File: config.mk
export PLATFORM = sky130hd
export DESIGN_NAME = sub_bytes_seq
export DESIGN_NICKNAME = d
export VERILOG_FILES = /design/src/rtl/sub_bytes_pkg.sv /design/src/rtl/sub_bytes_seq.sv
export SDC_FILE = /design/constraint.sdc
export NUM_CORES = 1
export LEC_CHECK = 0
export ABC_AREA = 1
export BUFFER_PORTS_ARGS = -buffer_cell sky130_fd_sc_hd__buf_2
export CAP_MARGIN = 20
export CORE_MARGIN = 3
export CORE_UTILIZATION = 40
export DETAILED_ROUTE_END_ITERATION = 6
export PLACE_DENSITY = 0.7
export SETUP_SLACK_MARGIN = 0.1
export SLEW_MARGIN = 40
export SYNTH_ARGS = -nofsm -noshare
export SYNTH_HDL_FRONTEND = slang
export SYNTH_SLANG_ARGS = --single-unit
File: constraint.sdc
create_clock -name clk -period 2.8 [get_ports clk]
set_input_delay 0.28 -clock clk [delete_from_list [all_inputs] [get_ports clk]]
set_output_delay 0.28 -clock clk [all_outputs]
set_load 0.02 [all_outputs]
File: src/rtl/sub_bytes_pkg.sv
// Shared sizing constants and FSM encoding for the sequential SubBytes engine.
// Optional abort support in sub_bytes_seq is selected with SUBBYTES_ABORT_EN.
package sub_bytes_pkg;

    localparam int NUM_BYTES = 16;
    localparam int SBOX_LAT  = 1;
    localparam int IDX_W     = 4;

    typedef logic [IDX_W-1:0] idx_t;

    // Element NUM_BYTES-1 is the top lane, i.e. AES byte 0.
    typedef logic [NUM_BYTES-1:0][7:0] state_bytes_t;

    typedef enum logic [1:0] {
        IDLE,
        RUN,
        DRAIN,
        DONE
    } fsm_state_t;

endpackage

File: src/rtl/sub_bytes_seq.sv
// Byte-serial AES SubBytes driving an external registered S-box LUT, 18 cycles per state.
// Defining SUBBYTES_ABORT_EN adds an abort input that cancels a run in RUN or DRAIN.
module sub_bytes_seq
    import sub_bytes_pkg::*;
(
    input  logic         clk,
    input  logic         rst,
    input  logic         start,
    input  logic [127:0] state_in,
`ifdef SUBBYTES_ABORT_EN
    input  logic         abort,
`endif
    output logic [7:0]   sbox_sel,
    output logic         sbox_en,
    input  logic [7:0]   sbox_data,
    output logic         busy,
    output logic         done,
    output logic [127:0] state_out
);

    fsm_state_t   state;
    fsm_state_t   next_state;
    idx_t         issue_idx;
    idx_t         write_idx;
    idx_t         issue_lane;
    idx_t         write_lane;
    state_bytes_t captured;
    state_bytes_t result;
    logic         accept;
    logic         last_issue;
    logic         abort_req;
    logic         collect;

    assign accept     = (state == IDLE) && start;
    assign last_issue = (issue_idx == idx_t'(NUM_BYTES - 1));

`ifdef SUBBYTES_ABORT_EN
    assign abort_req = abort && ((state == RUN) || (state == DRAIN));
`else
    assign abort_req = 1'b0;
`endif

    // LUT data lags the issue by SBOX_LAT cycles, so collection starts once that many bytes are in flight.
    assign collect = !abort_req &&
                     (((state == RUN) && (issue_idx >= idx_t'(SBOX_LAT))) || (state == DRAIN));

    // Byte 0 lives in the top lane, so a byte index maps to its lane by bitwise complement.
    assign issue_lane = ~issue_idx;
    assign write_lane = ~write_idx;

    assign sbox_sel  = captured[issue_lane];
    assign sbox_en   = (state == RUN);
    assign busy      = (state != IDLE);
    assign done      = (state == DONE);
    assign state_out = result;

    always_comb begin
        next_state = state;
        case (state)
            IDLE:    if (start) next_state = RUN;
            RUN:     if (last_issue) next_state = DRAIN;
            DRAIN:   next_state = DONE;
            DONE:    next_state = IDLE;
            default: next_state = IDLE;
        endcase
        if (abort_req) begin
            next_state = IDLE;
        end
    end

    always_ff @(posedge clk) begin
        if (rst) begin
            state     <= IDLE;
            issue_idx <= '0;
            write_idx <= '0;
            captured  <= '0;
            result    <= '0;
        end else begin
            state <= next_state;
            if (accept) begin
                captured  <= state_in;
                issue_idx <= '0;
                write_idx <= '0;
            end else if (abort_req) begin
                issue_idx <= '0;
                write_idx <= '0;
            end else begin
                if (state == RUN) begin
                    issue_idx <= issue_idx + idx_t'(1);
                end
                if (collect) begin
                    result[write_lane] <= sbox_data;
                    write_idx          <= write_idx + idx_t'(1);
                end
            end
        end
    end

endmodule

==> results.cfg, run 1 <==
[yosys]
yosysTopAreaCellShare = 0.468
ys_top_cells_by_area = dfxtp_1 47%, nor2_1 14%, o21ai_0 8.5%
yosys_warnings = 0
netlist-cell-type-count = 26
synth_area_leader_cell = dfxtp_1
synthCells = 1616
syn_avg_cell_area_um2 = 7.04
ys_ff_latch = 266
ys_seq_area_frac = 0.468
synth_area_mm2 = 0.0114
synth_nets = 1767

[setup_path]
crit_chain = buf_6, nor2_1, nor2_1, o21ai_0, nand2_1, nand2_1, nand4_1, buf_2
crit_path_start_kind = flip-flop
arrival_ns = 2.20
critPathMaxStageDelay_ns = 0.41
end_kind = primary output
path_class = reg -> out
cp_top_family = buffers and inverters
cp.required_ns = 2.52
crit_fanout = 66
crit_path_top_delay_cell = buf_6
cp_num_buf_inv = 2

[detailed_routing]
routed_wl_mm = 34.1
ant_nets = 0
wl_per_cell_um = 15.1
vias_per_cell = 4.97
drtIter0Drc = 834
drcViolationCount = 0
drtPass1Iterations = 5
vias = 11262

[layout]
fin_nets = 2019
drive_gt1_frac = 0.197
fin_util = 0.507
layout_commonest_cell = nor2_1
layout_common_cells = 416 x nor2_1, 277 x buf_2, 265 x dfxtp_1
nFillCells = 2854
layout-area-overhead-vs-synth_pct = 24.3

[floorplan]
die_h_um = 175
rows = 61
initial_core_util = 0.408
die_x_um = 175
ios = 278
fp.dieArea_mm2 = 0.0305
core_area_mm2 = 0.0279

[outcome]
status = finished, final reports clean

[global_route]
grt_max_degree = 131
grt_overflow = 0
grt_pass1_vias = 10492
track_usage = 0.214
antenna_found_initial = 1
grt_pass1_wl_mm = 54.1

[timing]
slew_viol_final = 0
fin_skew_ns = 0.0114
setup_violations = 0
fin_ws_ns = 0.315
relSlewSlack = 0.512
max_freq_mhz = 402
hold_viol_final = 0
finalSetupTns_ns = 0
finalCritPeriodShare = 0.887
whs_ns = 0.0129
final_period_minus_worst_setup_slack_ns = 2.48
tightestPinTransition_ns = 0.732
rsz0062_at_grt = false

[power_and_ir_drop]
pwr-share-clk = 0.312
switchingPower_mw = 4.13
internal-power_mw = 7.57
p_leak_nw = 6.22
comb_power_share = 0.291
pwr-share-seq = 0.397
vdd_drop_max_mv = 0.444
total_power_mw = 11.7
pwr_density_cell_mw_per_mm2 = 827
p_sw_frac = 0.353

[placement]
numPortBuffers = 277
hpwl_mm = 23.6
place_ws_ns = 0.509
place_congestion = 0.831

[clock_tree]
clk_pin_slew_worst_paths_ns = 0.06
cts_buffer_depth = 3
insertion_delay_ns = 0.53
cts_tree = built
cts_setup_buffers = 0
cts_root_buffer = clkbuf_16
cts.sinks = 266
cts_inserted_buffers = 28
cts_max_level = 1

[flow_run]
maxCapViolations = 0

[hold_path]
hold_path.class = in -> reg
[cell families (layout without fill, tap and decap cells)]
kind of cell / count (synthesis) / after routing / synth area share
flops: 266 / 266 / 0.468
simple gates: 827 / 827 / 0.303
buf+inv: 203 / 475 / 0.0802
compound gates: 308 / 308 / 0.136
fa+ha+maj: 12 / 12 / 0.0132
other cells: 0 / 1 / 0
[power by group through the flow]
stage	logic, mW	clock network (mW)	registers, mW
after detailed placement	3.39	0	4.73
after global placement	3.34	0	4.70
after floorplan	2.63	0	4.69
final	3.41	3.65	4.64
after CTS	3.44	3.73	4.64
after global routing	3.88	3.89	4.72
[metal layers]
| layer | part of all wire | wire length, um | GRT usage | vias up |
|---|---|---|---|---|
| met5 | 0.00020 | 7 | 0 | - |
| li1 | - | - | - | 5716 |
| met4 | 0.017 | 569 | 0.0442 | 2 |
| met2 | 0.48 | 16500 | 0.376 | 371 |
| met1 | 0.43 | 14700 | 0.282 | 5127 |
| met3 | 0.069 | 2370 | 0.0291 | 46 |
[path summary, 6_finish.rpt]
path | end | slack [ns] | cells after the start | startpoint
setup / recovery | sbox_sel[6] | 0.32 | 8 | issue_idx[0]
hold / removal | captured[30] | 0.01 | 3 | state_in[30]
setup reg to reg | state_out[34] | 0.47 | 9 | state[0]
hold reg to reg | state_out[104] | 0.46 | 2 | state_out[104]
[final cells by class]
type / count / area, um2 / share of cell area
Inverter: 98 / 373 / 0.0264
Sequential cell: 266 / 5330 / 0.376
Tap cell: 378 / 473 / 0.0334
Multi-Input combinational cell: 1147 / 5150 / 0.364
Antenna cell: 1 / 2.50 / 0.000177
Timing Repair Buffer: 327 / 1910 / 0.135
Clock inverter: 11 / 91.3 / 0.00646
Clock buffer: 39 / 823 / 0.0582
[through the flow]
step	cell area [um2]	cells
4_1_cts	14100	2266
2_1_floorplan	11400	1616
5_1_grt	14100	2266
3_3_place_gp	12900	2181
3_5_place_dp	12900	2181
6_report	14100	2267
[registers in the layout (all words and copies together), names as in the netlist]
signal     count
captured     128
state_out    128
issue_idx      4
write_idx      4
state          2
[synthesized netlist by cell type]
cell type  count
a21o_1         1
a21oi_1      104
buf_1         13
buf_12         1
buf_2         15
buf_6         14
buf_8          1
clkbuf_1      61
clkinv_1       5
dfxtp_1      266
ha_1          12
inv_1         93
nand2_1      231
nand2_2       13
nand2_4        1
nand2_8        1
nand3_1      106
nand3_4        1
nand4_1       40
nor2_1       416
nor2_2        12
nor2_4         1
nor3_1         4
nor4_1         1
o21ai_0      194
o21ai_1        9
[worst min-delay path, stage by stage]
cell	delay, ns
buf_2	0.07
o21ai_0	0.07
nor2_1	0.08
[repair_timing]
item                       in CTS  in global routing
hold endpoints to repair       35                  0
setup endpoints to repair       0                  8
hold buffers                   35                  0
resized for setup               0                  1
(Power assumes the default switching activity.)
==> run 2, diff against run 1 <==
--- a/constraint.sdc
+++ b/constraint.sdc
@@ -3,2 +3,2 @@
 set_output_delay 0.28 -clock clk [all_outputs]
-set_load 0.02 [all_outputs]
+set_load 0.01 [all_outputs]
==> run 2 against run 1 <==
Against the previous run: flip-flop and latch count unchanged; critical path depth stayed put; combinational power about the same; setup slack got worse by 0.028 ns; wire length rose by 1.0%; clock power is 10% higher; non-clock buffer count increased by 26; sequential share of layout area fell by 0.98 points; core utilization is 1.3 points higher; clock skew fell by 0.0017 ns; first-iteration DRC count shrank 1.4%; worst hold slack better by 0.0031 ns; largest cell class unchanged; largest power group unchanged.
==> results.cfg, run 2 (synthesis results as in run 1) <==
[layout]
seqCellArea_mm2 = 0.00533
multiInputGateArea_mm2 = 0.00515
layout_commonest_cell = nor2_1
layout_common_cells = 416 x nor2_1, 277 x buf_2, 265 x dfxtp_1
fin_util = 0.520
layout-area-overhead-vs-synth_pct = 27.6
nFillCells = 2750
drive_gt1_frac = 0.193
diodes = 0
fin_nets = 2046

[clock_tree]
cts_inserted_buffers = 29
clk_pin_slew_worst_paths_ns = 0.06
cts_max_level = 1
cts_tree = built
cts.sinks = 266
cts_root_buffer = clkbuf_16
cts_buffer_depth = 3
insertion_delay_ns = 0.54
cts_setup_buffers = 0

[global_route]
grt_pass1_wl_mm = 54.0
grtUsageMet2 = 0.376
gr-max-usage-layer = met2
use_met1 = 0.281
grt_overflow = 0
antenna_found_initial = 0
use_met3 = 0.0282
grt_pass1_vias = 10475
grt_max_degree = 99
track_usage = 0.214

[timing]
finalSetupTns_ns = 0
slew_viol_final = 0
tightestPinTransition_ns = 0.761
whs_ns = 0.0161
setup_violations = 0
final_period_minus_worst_setup_slack_ns = 2.51
finalCritPeriodShare = 0.897
fin_ws_ns = 0.287
fin_skew_ns = 0.00971
hold_viol_final = 0
rsz0062_at_grt = false
relSlewSlack = 0.493
max_freq_mhz = 398

[power_and_ir_drop]
pwr_density_cell_mw_per_mm2 = 830
vdd_drop_max_mv = 0.583
total_power_mw = 12.1
p_leak_nw = 6.37

[detailed_routing]
drtIter0Drc = 822
drtPass1Iterations = 5
routed_wl_mm = 34.5
drcViolationCount = 0
vias_per_cell = 4.94
ant_nets = 0
vias = 11338
wl_per_cell_um = 15.0

[setup_path]
r2r-start = state[0]
cp_top_family = buffers and inverters
crit_path_top_delay_cell = clkbuf_8
end_kind = primary output
crit_chain = clkbuf_8, nor2_1, nor2_1, o21ai_0, o21ai_1, nand2_1, nand4_1, buf_2
critPathMaxStageDelay_ns = 0.42
arrival_ns = 2.23
crit_path_start_kind = flip-flop
path_class = reg -> out
r2r_cells = 9
worst-r2r-setup-slack_ns = 0.51
r2r_end = state_out[36]
crit_fanout = 66
crit_path_frequent_cell = nor2_1
cp.required_ns = 2.52
cp_num_buf_inv = 2

[placement]
numPortBuffers = 277
place_ws_ns = 0.470
hpwl_mm = 23.2
place_congestion = 0.846

[floorplan]
initial_core_util = 0.408
die_h_um = 175
fp.dieArea_mm2 = 0.0305
ios = 278
die_x_um = 175
rows = 61
core_area_mm2 = 0.0279

[hold_path]
hp-start = state_in[116]
hold_path.class = in -> reg
hold-path-cell-count = 3
whs_endpoint = captured[116]

[flow_run]
maxCapViolations = 0

[outcome]
status = finished, final reports clean
run 2: cell types whose count changed in the layout (fill, tap and decap cells not counted):
cell	delta
clkinvlp_4	+1
buf_12	+1
buf_4	-2
bufinv_16	+4
clkinv_4	-1
clkinv_2	-4
clkbuf_1	+4
diode_2	-1
dlygate4sd3_1	+26
run 2: worst max path at each step:
| stage | depth (start not counted) | endpoint | from |
|---|---|---|---|
| global route | 8 | sbox_sel[5] | issue_idx[0] |
| CTS | 7 | sbox_sel[3] | issue_idx[0] |
| floorplan | 13 | state_out[48] | issue_idx[0] |
| detailed placement | 9 | state_out[36] | state[0] |
| global placement | 8 | state_out[108] | state[0] |
| finish | 8 | sbox_sel[5] | issue_idx[0] |
run 2: timing repair:
action                                  in CTS  in global routing
endpoints found under the setup margin       4                  3
hold buffers                                61                  0
resized for setup                            1                  2
endpoints found under the hold margin       61                  0
run 2: per-layer routing:
layer / wire length [um] / vias to the layer above
li1: - / 5766
met1: 15000 / 5075
met2: 16500 / 433
met3: 2250 / 64
met4: 733 / 0
met5: 0 / -
run 2: layout make-up:
type	count	area share
clock buffer	42	0.0568
clock inverter	11	0.0131
inverter	98	0.0257
multi-input combinational	1147	0.355
sequential	266	0.367
tap	378	0.0326
timing repair buffer	353	0.150
run 2: tightest hold or removal path, cell delays in order:
cell and delay (ns):
buf_2 0.08, o21ai_0 0.08, nor2_1 0.08
run 2: power by group:
group | switching (mW) | internal [mW]
clock network | 1.53 | 2.50
registers | 0.281 | 4.36
logic | 2.28 | 1.11
run 2: stage by stage:
step,cell area [um2],instances
4_1_cts,14500,2295
3_3_place_gp,12900,2181
3_5_place_dp,12900,2181
6_report,14500,2295
2_1_floorplan,11400,1616
5_1_grt,14500,2295
==> run 3, diff against run 2 <==
CORE_ASPECT_RATIO = 0.5   (was unset)
==> run 3 against run 2 <==
Against the previous run: wire length rose by 0.35%; critical endpoint is now sbox_sel[3]; first-iteration DRC count fell by 2.3%; via count fell by 2.0%; highest routed layer unchanged; non-clock buffer count fell by 35; maximum frequency rose by 0.99%; flip-flop and latch count did not move; setup slack improved by 0.025 ns; global-route usage rose by 0.22 points; clock skew rose by 0.0017 ns; die area rose by 0.40%; clock-buffer cell count fell by 5; sequential power barely moved; critical path type unchanged.
==> results.cfg, run 3 (synthesis results as in run 1) <==
[detailed_routing]
drcViolationCount = 0
drtPass1Iterations = 5
ant_nets = 0
routed_wl_mm = 34.6
vias = 11108
vias_per_cell = 4.94
wl_per_cell_um = 15.4
drtIter0Drc = 803

[clock_tree]
cts.sinks = 266
cts_inserted_buffers = 25
cts_root_buffer = clkbuf_16
cts_buffer_depth = 3
cts_tree = built
cts_setup_buffers = 0
insertion_delay_ns = 0.53
clk_pin_slew_worst_paths_ns = 0.06
cts_max_level = 1

[timing]
finalCritPeriodShare = 0.889
final_period_minus_worst_setup_slack_ns = 2.49
tightestPinTransition_ns = 0.720
slew_viol_final = 0
fin_skew_ns = 0.0114
hold_viol_final = 0
setup_violations = 0
max_freq_mhz = 402
relSlewSlack = 0.520
finalSetupTns_ns = 0
rsz0062_at_grt = false

[layout]
layout_common_cells = 416 x nor2_1, 276 x buf_2, 265 x dfxtp_1
drive_gt1_frac = 0.193
layout-area-overhead-vs-synth_pct = 22.6
nFillCells = 2771
multiInputGateArea_mm2 = 0.00515
fin_util = 0.513
seqCellArea_mm2 = 0.00533
fin_nets = 2007
layout_commonest_cell = nor2_1

[floorplan]
die_x_um = 245
core_area_mm2 = 0.0272
die_h_um = 125
rows = 42
ios = 278
initial_core_util = 0.418
fp.dieArea_mm2 = 0.0306

[power_and_ir_drop]
vdd_drop_max_mv = 0.443
pwr-share-seq = 0.411
total_power_mw = 11.4
pwr_density_cell_mw_per_mm2 = 814
p_sw_frac = 0.351
comb_power_share = 0.288
switchingPower_mw = 3.99
pwr-share-clk = 0.300
p_leak_nw = 6.12
internal-power_mw = 7.37

[hold_path]
hold_path.class = in -> reg

[global_route]
grt_max_degree = 130
grt_pass1_vias = 10212
grt_pass1_wl_mm = 54.2
grt_overflow = 0
track_usage = 0.216
antenna_found_initial = 2

[setup_path]
crit_path_start_kind = flip-flop
end_kind = primary output
arrival_ns = 2.21
crit_fanout = 16
cp.required_ns = 2.52
path_class = reg -> out

[outcome]
status = finished, final reports clean

[flow_run]
maxCapViolations = 0

[placement]
place_congestion = 0.845
numPortBuffers = 277
hpwl_mm = 23.4
-- run 3: what timing repair did --
action | 4_1_cts | 5_1_grt
resized for setup | 0 | 3
endpoints found under the setup margin | 0 | 6
hold endpoints to repair | 26 | 0
hold buffers | 26 | 0
-- run 3: stage by stage --
step	area, um2	setup slack (ns)	instances	hold slack (ns)
6_report	14000	0.312	2249	0.0116
5_1_grt	14000	0.140	2249	0.0108
4_1_cts	13900	0.117	2247	0.000559
3_5_place_dp	12900	0.573	2177	0.448
3_3_place_gp	12900	0.594	2177	0.445
2_1_floorplan	11400	0.894	1616	0.429
-- run 3: final cells by class --
class,instances,share of cell area
inverters,98,0.0269
well taps,374,0.0335
diodes,2,0.000359
flip-flops and latches,266,0.382
clock buffers,37,0.0509
repair buffers,318,0.131
clock inverters,7,0.00636
multi-input cells,1147,0.369
-- run 3: power groups by stage --
| stage | combinational (mW) | sequential, mW | clock (mW) |
|---|---|---|---|
| 2_1_floorplan | 2.57 | 4.67 | 0 |
| 3_3_place_gp | 3.22 | 4.74 | 0 |
| 3_5_place_dp | 3.25 | 4.75 | 0 |
| 4_1_cts | 3.29 | 4.67 | 3.48 |
| 5_1_grt | 3.72 | 4.74 | 3.63 |
| 6_report | 3.27 | 4.67 | 3.41 |
-- run 3: worst max-delay path, stage by stage, from the launching register on --
cell and delay (ns):
dfxtp_1 0.34, clkinv_1 0.30, buf_4 0.34, nor2_1 0.11, o21ai_0 0.13, nand2_1 0.11, nand2_1 0.05, nand4_1 0.14
buf_2 0.15
-- run 3: final timing paths --
check	from	to	slack (ns)	depth (start not counted)
worst min register to register	state_out[9]	state_out[9]	0.46	2
worst max-delay path	issue_idx[1]	sbox_sel[3]	0.31	8
worst max register to register	issue_idx[1]	state_out[84]	0.56	11
worst min-delay path	state_in[63]	captured[63]	0.01	3
-- run 3: metal layers --
metal	GRT usage	wire length [um]
met5	0	0
met4	0.0638	932
met2	0.377	16800
met3	0.0310	1470
met1	0.281	15400
